$ cat src/rtl/config_register_bank.sv
// Password-protected bank of NUM_REGS config registers with retry lockout and grant/write handshake.
// All outputs registered (1 cycle after the causing edge); no backpressure, inputs are sampled on confirm edges.
module config_register_bank #(
  parameter int DATA_WIDTH  = 7,
  parameter int NUM_REGS    = 2,
  parameter int KEY_WIDTH   = 8,
  parameter logic [KEY_WIDTH-1:0] PASSWORD = 8'hA5,
  parameter int MAX_TRIES   = 3,
  parameter int LOCK_CYCLES = 16,
  localparam int SEL_WIDTH  = (NUM_REGS > 1) ? $clog2(NUM_REGS) : 1
) (
  input  logic                           clock,
  input  logic                           reset,
  input  logic                           request,
  input  logic                           confirm,
  input  logic [KEY_WIDTH-1:0]           key,
  input  logic [SEL_WIDTH-1:0]           regSelect,
  input  logic [DATA_WIDTH-1:0]          inputData,
  output logic [NUM_REGS*DATA_WIDTH-1:0] dataOut,
  output logic                           granted,
  output logic                           denied,
  output logic                           locked,
  output logic                           writeDone
);

  localparam int FW = $clog2(MAX_TRIES + 1);
  localparam int LW = $clog2(LOCK_CYCLES + 1);
  localparam logic [SEL_WIDTH:0] NUM_REGS_W = (SEL_WIDTH + 1)'(NUM_REGS);

  typedef enum logic [1:0] {IDLE, CHECK, GRANTED, LOCKED} state_t;

  state_t                          state, state_nxt;
  logic [FW-1:0]                   fail_count, fail_nxt, fail_inc;
  logic [LW-1:0]                   lock_count, lock_nxt;
  logic                            confirm_q;
  logic                            conf_edge;
  logic                            sel_ok;
  logic                            denied_nxt;
  logic                            wr_en;
  logic [NUM_REGS*DATA_WIDTH-1:0]  data_q;

  assign conf_edge = confirm & ~confirm_q;
  assign sel_ok    = {1'b0, regSelect} < NUM_REGS_W;
  assign fail_inc  = fail_count + FW'(1);
  assign dataOut   = data_q;

  always_comb begin
    state_nxt  = state;
    fail_nxt   = fail_count;
    lock_nxt   = lock_count;
    denied_nxt = 1'b0;
    wr_en      = 1'b0;
    case (state)
      IDLE: begin
        if (request) state_nxt = CHECK;
      end
      CHECK: begin
        // Dropping request aborts the check without counting it as a try.
        if (!request) begin
          state_nxt = IDLE;
        end else if (conf_edge) begin
          if (key == PASSWORD) begin
            state_nxt = GRANTED;
            fail_nxt  = '0;
          end else begin
            denied_nxt = 1'b1;
            if (fail_inc == FW'(MAX_TRIES)) begin
              state_nxt = LOCKED;
              lock_nxt  = LW'(LOCK_CYCLES - 1);
              fail_nxt  = '0;
            end else begin
              state_nxt = IDLE;
              fail_nxt  = fail_inc;
            end
          end
        end
      end
      GRANTED: begin
        if (!request) begin
          state_nxt = IDLE;
        end else if (conf_edge) begin
          if (sel_ok) begin
            wr_en     = 1'b1;
            state_nxt = IDLE;
          end else begin
            denied_nxt = 1'b1;
          end
        end
      end
      LOCKED: begin
        if (lock_count == '0) state_nxt = IDLE;
        else                  lock_nxt  = lock_count - LW'(1);
      end
      default: state_nxt = IDLE;
    endcase
  end

  always_ff @(posedge clock or posedge reset) begin
    if (reset) begin
      state      <= IDLE;
      fail_count <= '0;
      lock_count <= '0;
      confirm_q  <= 1'b0;
      data_q     <= '0;
      granted    <= 1'b0;
      denied     <= 1'b0;
      locked     <= 1'b0;
      writeDone  <= 1'b0;
    end else begin
      state      <= state_nxt;
      fail_count <= fail_nxt;
      lock_count <= lock_nxt;
      confirm_q  <= confirm;
      granted    <= (state_nxt == GRANTED);
      denied     <= denied_nxt;
      locked     <= (state_nxt == LOCKED);
      writeDone  <= wr_en;
      for (int i = 0; i < NUM_REGS; i++) begin
        if (wr_en && (regSelect == SEL_WIDTH'(i)))
          data_q[i*DATA_WIDTH +: DATA_WIDTH] <= inputData;
      end
    end
  end

endmodule

$ cat config.mk
export PLATFORM = sky130hd
export DESIGN_NAME = config_register_bank
export DESIGN_NICKNAME = d
export VERILOG_FILES = /design/src/rtl/config_register_bank.sv
export SDC_FILE = /design/constraint.sdc
export NUM_CORES = 1
export LEC_CHECK = 0
export ABC_AREA = 1
export CAP_MARGIN = 10
export CORE_MARGIN = 8
export CORE_UTILIZATION = 50
export CTS_BUF_LIST = sky130_fd_sc_hd__clkbuf_8
export CTS_CLUSTER_DIAMETER = 50
export DETAILED_ROUTE_END_ITERATION = 10
export MAX_ROUTING_LAYER = met4
export PLACE_DENSITY = 0.83
export SYNTH_ARGS = -nofsm -noshare
export SYNTH_HDL_FRONTEND = slang
export SYNTH_SLANG_ARGS = --single-unit
$ cat constraint.sdc
create_clock -name clock -period 2.8 [get_ports clock]
set_clock_uncertainty 0.2 [all_clocks]
set_input_delay 0.28 -clock clock [delete_from_list [all_inputs] [get_ports clock]]
set_output_delay 0.28 -clock clock [all_outputs]
set_load 0.02 [all_outputs]
-- Word-level counts from Yosys, hierarchy flattened
Index checks and enable logic that the tools add are counted.
- memory bits (writable): 0
- bits in read-only memories: 0
- memories: 0
- flip-flop bits (word level): 28
- latch bits: 0
- logic and storage cells: 58
- divide/modulo/power cells: 0
- add/subtract/negate cells: 2
- order comparisons: 0
- bitwise operators: 3
- shift operators: 0
- equality and inequality tests: 12
- reductions and logical operators: 7
- muxes and demuxes: 24
- multipliers: 0
- operators by type and width (operator ; count):
    two-way mux 5 bit ; 5
    two-way mux 2 bit ; 10
    equality test 2 bit, second input constant ; 5
    != test 2 bit, second input constant ; 5
    case mux 5 bit (2 select lines) ; 1
    equality test 8 bit, second input constant ; 1
    case mux 2 bit (4 select lines) ; 1
    two-way mux 1 bit ; 7
    AND reduction 6 bit ; 1
    logical NOT 5 bit ; 1
    subtractor 5 x 1 -> 5 bit, second input constant ; 1
    AND reduction 3 bit ; 1
    adder 2 x 1 -> 2 bit, second input constant ; 1
    equality test 2 x 1 -> 1 bit, second input constant ; 1
    logical AND 1 bit ; 2
    logical NOT 2 bit ; 1
    NOT 1 bit ; 2
    nonzero test 2 bit ; 1
    AND 1 bit ; 1

-- Depth between registers and ports, before layout
Gate-level depths: netlist of run 1.
- depth in word-level cells: 8
- mapped depth: 9
- gate-level depth less buffers: 9

-- Least setup slack after synthesis of run 1
OpenSTA, ideal clock, no wires.
- path type: flip-flop to flip-flop
- start: register lock_count[0]
- end: register lock_count[2]
- path buffers: 0
- stages on the path, launching flop included: 7
- setup slack: 1418 ps
- data required time: 2535 ps
- library setup time: 65 ps
- arrival time: 1116 ps
- path through: dfrtp_1 > inv_1 > ha_1 > or2_2 > nand3_1 > nand3_1 > nand2_1
- longest elaborated chain between the ends: 3
- elaborated cells between the ends (all ways): 6
- classes of those cells: add/sub: 1; eq/ne: 1; mux: 2; reduce/logical: 2
- ends and longest elaborated chain (what ; line ; RTL):
    from (decl) ; 34 ; logic [LW-1:0] lock_count, lock_nxt;
    from (signal assigned) ; 112 ; lock_count <= lock_nxt;
    subtractor 5 x 1 -> 5 bit / logical NOT 5 bit (equally long branches) ; 92, 91 ;
    two-way mux 5 bit / != test 2 bit (equally long branches) ; n/a ;
    case mux 5 bit (2 select lines) / AND reduction 6 bit (equally long branches) ; n/a ;
Several ways; a longest one is shown, not always the timed one. The select of a mux whose other input is x is not followed.
A chain may end at the register's enable or synchronous reset.

-- Worst setup path in the final report of run 1
- start: register data_q[2] (netlist: dataOut[2])
- end: output dataOut[2]
- RTL lines (what ; line ; RTL):
    from (decl) ; 40 ; logic [NUM_REGS*DATA_WIDTH-1:0] data_q;
    from (signal, indexed assignment) ; 120 ; data_q[i*DATA_WIDTH +: DATA_WIDTH] <= inputData;
    to (decl) ; 19 ; output logic [NUM_REGS*DATA_WIDTH-1:0] dataOut,
No word-level cell between the ends.

==> results by group, run 1 <==
Power
  • Max VDD drop: 495.5 µV
  • Power per cell area: 586.1 mW/mm²
  • Overall Power: 1.044 mW
  • Leak Pwr: 0.8933 nW

Yosys
  • Yosys cell types: 17
  • YS warnings: 0
  • Synth top cells by count: nand2_1 (46), inv_1 (29), dfrtp_1 (28)
  • Top-count cell post-synth: nand2_1
  • Synth Cell Area: 0.001345 mm²
  • Mean post-synth cell area: 8.513 µm²
  • Async S/R FF share, synth: 1.000
  • Register area share after synthesis: 0.5209
  • Syn nets: 180
  • Number of enable flip-flop cells after synthesis: 0
  • Commonest register cell after synthesis: dfrtp_1
  • Yosys top cell by area: dfrtp_1
  • Most area-consuming cells after synthesis: dfrtp_1 (52%), nand2_1 (13%), o21ai_2 (9.1%), inv_1 (8.1%), nand3_1 (4.8%)
  • Syn Inst Count: 158
  • Post-synth top area share: 0.5209
  • Synth Register Bits: 28

Global route
  • Met2 GRT Util: 0.2497
  • Vias in the first global route: 1217
  • Global routing's busiest layer: met2
  • Grt met3 use: 0.04092
  • Antenna violations before repair: 0
  • GR met1 Demand/Resource: 0.1645
  • Largest net degree at the start of global routing: 29
  • Gr ovfl total: 0
  • Tot GR Track Use: 0.1456
  • First-pass GRT wire length: 5.112 mm

Die
  • Die footprint: 0.004606 mm²
  • I/O pins: 38
  • Core area: 0.002663 mm²
  • Die span in y: 67.87 µm
  • Die width: 67.87 µm
  • FP Rows: 19
  • Initial Util: 0.5052

Cells and area
  • Area growth syn-to-layout: 32.37%
  • Final-stage net count: 221
  • Fraction of layout cells with a size suffix above 1: 0.1371
  • Final Cell Area: 0.001780 mm²
  • # fillers: 218
  • Ant diodes: 0

Clock network
  • # hold bufs at CTS: 0
  • Clock Sinks: 28
  • CTS tree: built
  • Worst skew pair latency: 270 ps
  • Root Driver: clkbuf_8
  • Postcts setup bufs: 0
  • Clock-pin transition on the worst setup and hold timing paths: 90 ps
  • Number of buffers created by CTS: 3
  • Post-cts resize count: 0
  • Clk buf depth: 2
  • Number of H-tree levels: 1

Run status
  • Status: finished, final reports clean

Timing
  • Worst hold slack: 176.2 ps
  • Final setup fails: 0
  • Worst Slack Setup Final: 1053 ps
  • RSZ-0062 raised after global routing: no
  • Setup TNS: 0 ps
  • Max-slew violations: 0
  • Fin. Hold Viols: 0
  • Final period util: 0.6239
  • Highest clock rate: 0.5725 GHz
  • Fin crit period: 1747 ps
  • Slew headroom: 0.7639
  • Worst Tran Pin Value: 354.2 ps

Placed design
  • Placement Cell Area: 0.001739 mm²
  • Placer congestion estimate: 0.8269
  • Number of port buffers: 37
  • Pre-CTS setup slack: 906.8 ps
  • Detail Placement HPWL: 2.293 mm

Route
  • DRT Pass-1 Iters: 4
  • Post-route ant nets: 0
  • Vias: 1130
  • Routed vias/inst: 4.956
  • DRT iter0 DRCs: 55
  • Routed WL: 2.873 mm
  • DRC: 0
  • WL/cell: 12.60 µm

Min path
  • Hold Crit Class: in2async

Setup path
  • CP Cell Sequence: clkdlybuf4s50_1
  • Cell family contributing the most delay on the critical path: buffers and inverters
  • Buf/Inv on CP: 1
  • CP endpoint kind: output pin
  • Largest stage delay, worst path: 620 ps
  • Arr. time, crit path: 1270 ps
  • Setup Crit Path Kind: reg2out
  • Crit path max fanout: 2
  • Crit path launch type: register
  • Crit path required time: 2320 ps
  • Slowest cell on the critical path: clkdlybuf4s50_1

Flow run
  • Total of max-cap violations: 0
state kept, by name, indices dropped and copies added, names as in the netlist:
name / flops
lock_count: 5
confirm_q: 1
granted: 1
denied: 1
state: 2
writeDone: 1
locked: 1
fail_count: 2
dataOut: 14
metrics by stage:
stage / std cells / utilization
final: 228 / 0.6687
after global routing: 228 / 0.6687
after CTS: 228 / 0.6687
after detailed placement: 225 / 0.6532
after global placement: 225 / 0.6532
after floorplan: 158 / -
metal layers:
layer | share of wire | vias up
met5 | 0 | -
met4 | 0.0094 | 0
met3 | 0.055 | 4
met2 | 0.51 | 29
met1 | 0.43 | 535
li1 | - | 562
cell families after synthesis:
group,count (synthesis),share of synthesized area
and+or+nand+nor,77,0.2502
buffers and inverters,32,0.1005
DFF,28,0.5209
AOI/OAI and AO/OA,19,0.1098
adders and majority gates,2,0.01860
worst reg2reg max path: stages, from the launching register on:
cell	delay (ps)
dfrtp_1	390
inv_1	120
ha_1	150
nand3_1	80
nand2_1	140
o21ai_0	130
a21oi_1	210
nor2_1	90
final timing paths:
check	slack, ps	endpoint	startpoint	cells after the start
max in group asynchronous	1950	lock_count[0]	reset	3
worst max register to register	1180	granted	lock_count[0]	7
worst min register to register	280	dataOut[6]	dataOut[6]	2
worst max-delay path	1050	dataOut[2]	dataOut[2]	1
worst min-delay path	180	dataOut[8]	reset	3
min in group clock	270	confirm_q	confirm	1
area by class of cell:
type / instances / area [µm²] / share of cell area
well taps: 31 / 38.79 / 0.02178
flip-flops and latches: 28 / 700.7 / 0.3935
inverters: 30 / 112.6 / 0.06325
clock buffers: 3 / 41.29 / 0.02319
repair buffers: 38 / 377.9 / 0.2122
multi-input cells: 98 / 509.2 / 0.2860
cell usage in the layout (no fill, tap or decap):
| master | n |
|---|---|
| nor2_1 | 9 |
| inv_2 | 1 |
| nor2_2 | 1 |
| nand2_1 | 46 |
| a21oi_1 | 2 |
| nand3_1 | 13 |
| ha_1 | 2 |
| nand4_1 | 1 |
| or2_2 | 1 |
| nand3_2 | 1 |
| o21ai_0 | 3 |
| nand2_2 | 4 |
| clkdlybuf4s50_1 | 37 |
| buf_4 | 1 |
| dfrtp_1 | 28 |
| inv_1 | 29 |
| clkbuf_8 | 3 |
| nor2_4 | 1 |
| o21ai_2 | 14 |
report_power, final:
part / leakage, nW / switching, mW / total (mW) / internal [mW]
clock network: 0.0216 / 0.113 / 0.210 / 0.0964
registers: 0.374 / 0.0436 / 0.514 / 0.470
logic: 0.498 / 0.186 / 0.320 / 0.134
total: 0.893 / 0.343 / 1.04 / 0.701
Power figures use the tool's default switching activity.
==> run 2: changes to the inputs <==
- CORE_UTILIZATION: 50 -> 44
- PLACE_DENSITY: 0.83 -> 0.77
- clock period: 2.8 -> 1.6 ns (I/O delays scaled with it)
==> run 2 against run 1 <==
  * Global-route usage shrank 1.8 points
  * Critical path type unchanged
  * Critical path depth unchanged
  * Largest power group unchanged
  * Flip-flop and latch count stayed put
==> results by group, run 2 (synthesis gave the netlist of run 1 again) <==
Die
  • Core area: 0.002978 mm² (+12%)
  • Die footprint: 0.005082 mm² (+10%)
  • Die span in y: 71.29 µm (+5.0%)
  • I/O pins: 38 (unchanged)
  • Die width: 71.29 µm (+5.0%)
  • Initial Util: 0.4517 (-0.05349)
  • FP Rows: 20 (+1)

Setup path
  • CP Cell Sequence: clkdlybuf4s50_1
  • Crit path launch type: register
  • Crit path max fanout: 1 (-1)
  • Cell family contributing the most delay on the critical path: buffers and inverters
  • Reg2Reg Setup Slack: 110 ps (-1070 ps)
  • Buf/Inv on CP: 1 (unchanged)
  • Slowest cell on the critical path: clkdlybuf4s50_1
  • CP endpoint kind: output pin
  • Setup Crit Path Kind: reg2out
  • Arr. time, crit path: 1200 ps (-70 ps)
  • Largest stage delay, worst path: 600 ps (-20 ps)
  • Crit path required time: 1240 ps (-1080 ps)

Global route
  • Tot GR Track Use: 0.1276 (-0.01797)
  • First-pass GRT wire length: 5.161 mm (+0.96%)
  • Vias in the first global route: 1223 (+0.49%)
  • Gr ovfl total: 0 (unchanged)
  • Antenna violations before repair: 0 (unchanged)
  • Largest net degree at the start of global routing: 29 (unchanged)

Clock network
  • Clock-pin transition on the worst setup and hold timing paths: 100 ps (about the same)
  • CTS tree: built
  • # hold bufs at CTS: 0 (unchanged)
  • Clk buf depth: 2 (unchanged)
  • Number of H-tree levels: 1 (unchanged)
  • Worst skew pair latency: 270 ps (about the same)
  • Clock Sinks: 28 (unchanged)
  • Number of buffers created by CTS: 3 (unchanged)
  • Root Driver: clkbuf_8

Route
  • DRT Pass-1 Iters: 5 (+1)
  • DRC: 0 (unchanged)
  • Routed WL: 3.116 mm (+8.5%)
  • Vias: 1136 (+0.53%)
  • Post-route ant nets: 0 (unchanged)
  • WL/cell: 13.20 µm (+4.8%)
  • DRT iter0 DRCs: 55 (unchanged)
  • Routed vias/inst: 4.814 (-2.9%)

Placed design
  • Placer congestion estimate: 0.7911 (-4.3%)
  • Number of port buffers: 37 (unchanged)
  • Pre-CTS setup slack: -168.2 ps (-1075 ps)
  • Detail Placement HPWL: 2.395 mm (+4.5%)
  • Placed instance count: 231 (+2.7%)

Cells and area
  • Number of flip-flops in the largest register: 14 (unchanged)
  • Non-Filler Instances: 236 (+3.5%)
  • Ant diodes: 0 (unchanged)
  • Commonest non-fill, non-tap cell in the layout: nand2_1
  • Fraction of layout cells with a size suffix above 1: 0.1823 (+0.04521)
  • Area occupied by multi-input gates: 529.3 µm² (+3.9%)
  • Final-stage net count: 226 (+2.3%)
  • # fillers: 237 (+8.7%)
  • Area growth syn-to-layout: 38.14%
  • Register Area: 700.7 µm² (unchanged)
  • Most frequent cells in the layout: nand2_1 (45), dfrtp_1 (28), inv_1 (27)

Timing
  • Fin crit period: 1559 ps
  • Fin. Hold Viols: 0 (unchanged)
  • Worst Slack Setup Final: 40.66 ps (-1013 ps)
  • Final period util: 0.9746
  • Highest clock rate: 0.6413 GHz
  • Max-slew violations: 0 (unchanged)
  • Final setup fails: 0 (unchanged)
  • Worst Tran Pin Value: 359.8 ps (+5.649 ps)
  • Slew headroom: 0.7601 (-0.003766)

Run status
  • Status: finished, final reports clean

Min path
  • Hold Crit Class: in2async

Power
  • Leak Pwr: 1.051 nW (+18%)
  • Overall Power: 2.055 mW (+97%)
  • Power per cell area: 1106 mW/mm² (+89%)
  • Max VDD drop: 579.8 µV (+17%)

Flow run
  • Total of max-cap violations: 0 (unchanged)
==> run 2: cell count changes in the layout (fill, tap and decap cells not counted), sizes merged <==
cell           change
buf                +5
dlygate4sd2       +14
bufinv             +1
dlymetal6s2s       +2
clkdlybuf4s50     -16
==> run 2: layer usage <==
layer | up-vias | share of wire | GRT usage
met4 | 0 | 0.0039 | 0.03695
met1 | 530 | 0.40 | 0.1284
li1 | 569 | - | -
met5 | - | 0 | -
met2 | 35 | 0.54 | 0.2327
met3 | 2 | 0.058 | 0.03766
==> run 2: power by group <==
part / internal (mW) / switching, mW
sequential: 0.823 / 0.0859
clock: 0.335 / 0.220
combinational: 0.246 / 0.346
==> run 2: layout make-up <==
cell class,instances,area share
clock buffers,3,0.02222
clock inverters,1,0.01616
inverters,30,0.06061
multi-input cells,98,0.2848
flip-flops and latches,28,0.3771
well taps,33,0.02222
repair buffers,43,0.2168
==> run 2: path summary, 6_finish.rpt <==
kind / start / to / cells after the start
setup / recovery: denied / denied / 1
hold / removal: reset / locked / 3
setup reg to reg: lock_count[0] / granted / 7
hold reg to reg: dataOut[5] / dataOut[5] / 2
max in group asynchronous: reset / dataOut[2] / 3
min in group clock: confirm / confirm_q / 1
==> run 2: worst min-delay path, cell delays in order <==
cell and delay (ps):
clkdlybuf4s50_1 400, inv_1 50, buf_4 330
==> run 2: stage by stage <==
step	utilization	cell area (µm²)	hold slack (ps)	setup TNS, ps
after detailed placement	0.5950	1772	261.3	-2394
after global routing	0.6240	1858	97.78	-2.605
after CTS	0.6130	1826	50.52	0
final	0.6240	1858	44.66	0
after floorplan	-	1345	-8.570	0
after global placement	0.5950	1772	257.2	-1454
==> run 2: timing repair <==
item                                    4_1_cts  5_1_grt
cloned                                        0        0
pin swaps                                     0        0
gates resized for setup                      14       10
buffers inserted                              0        1
endpoints found under the setup margin       14       21
==> run 3: changes to the inputs <==
- CAP_MARGIN: 10 -> 20
==> results of run 3 <==
No change in the layout: final DEF, timing and power equal those of run 2.
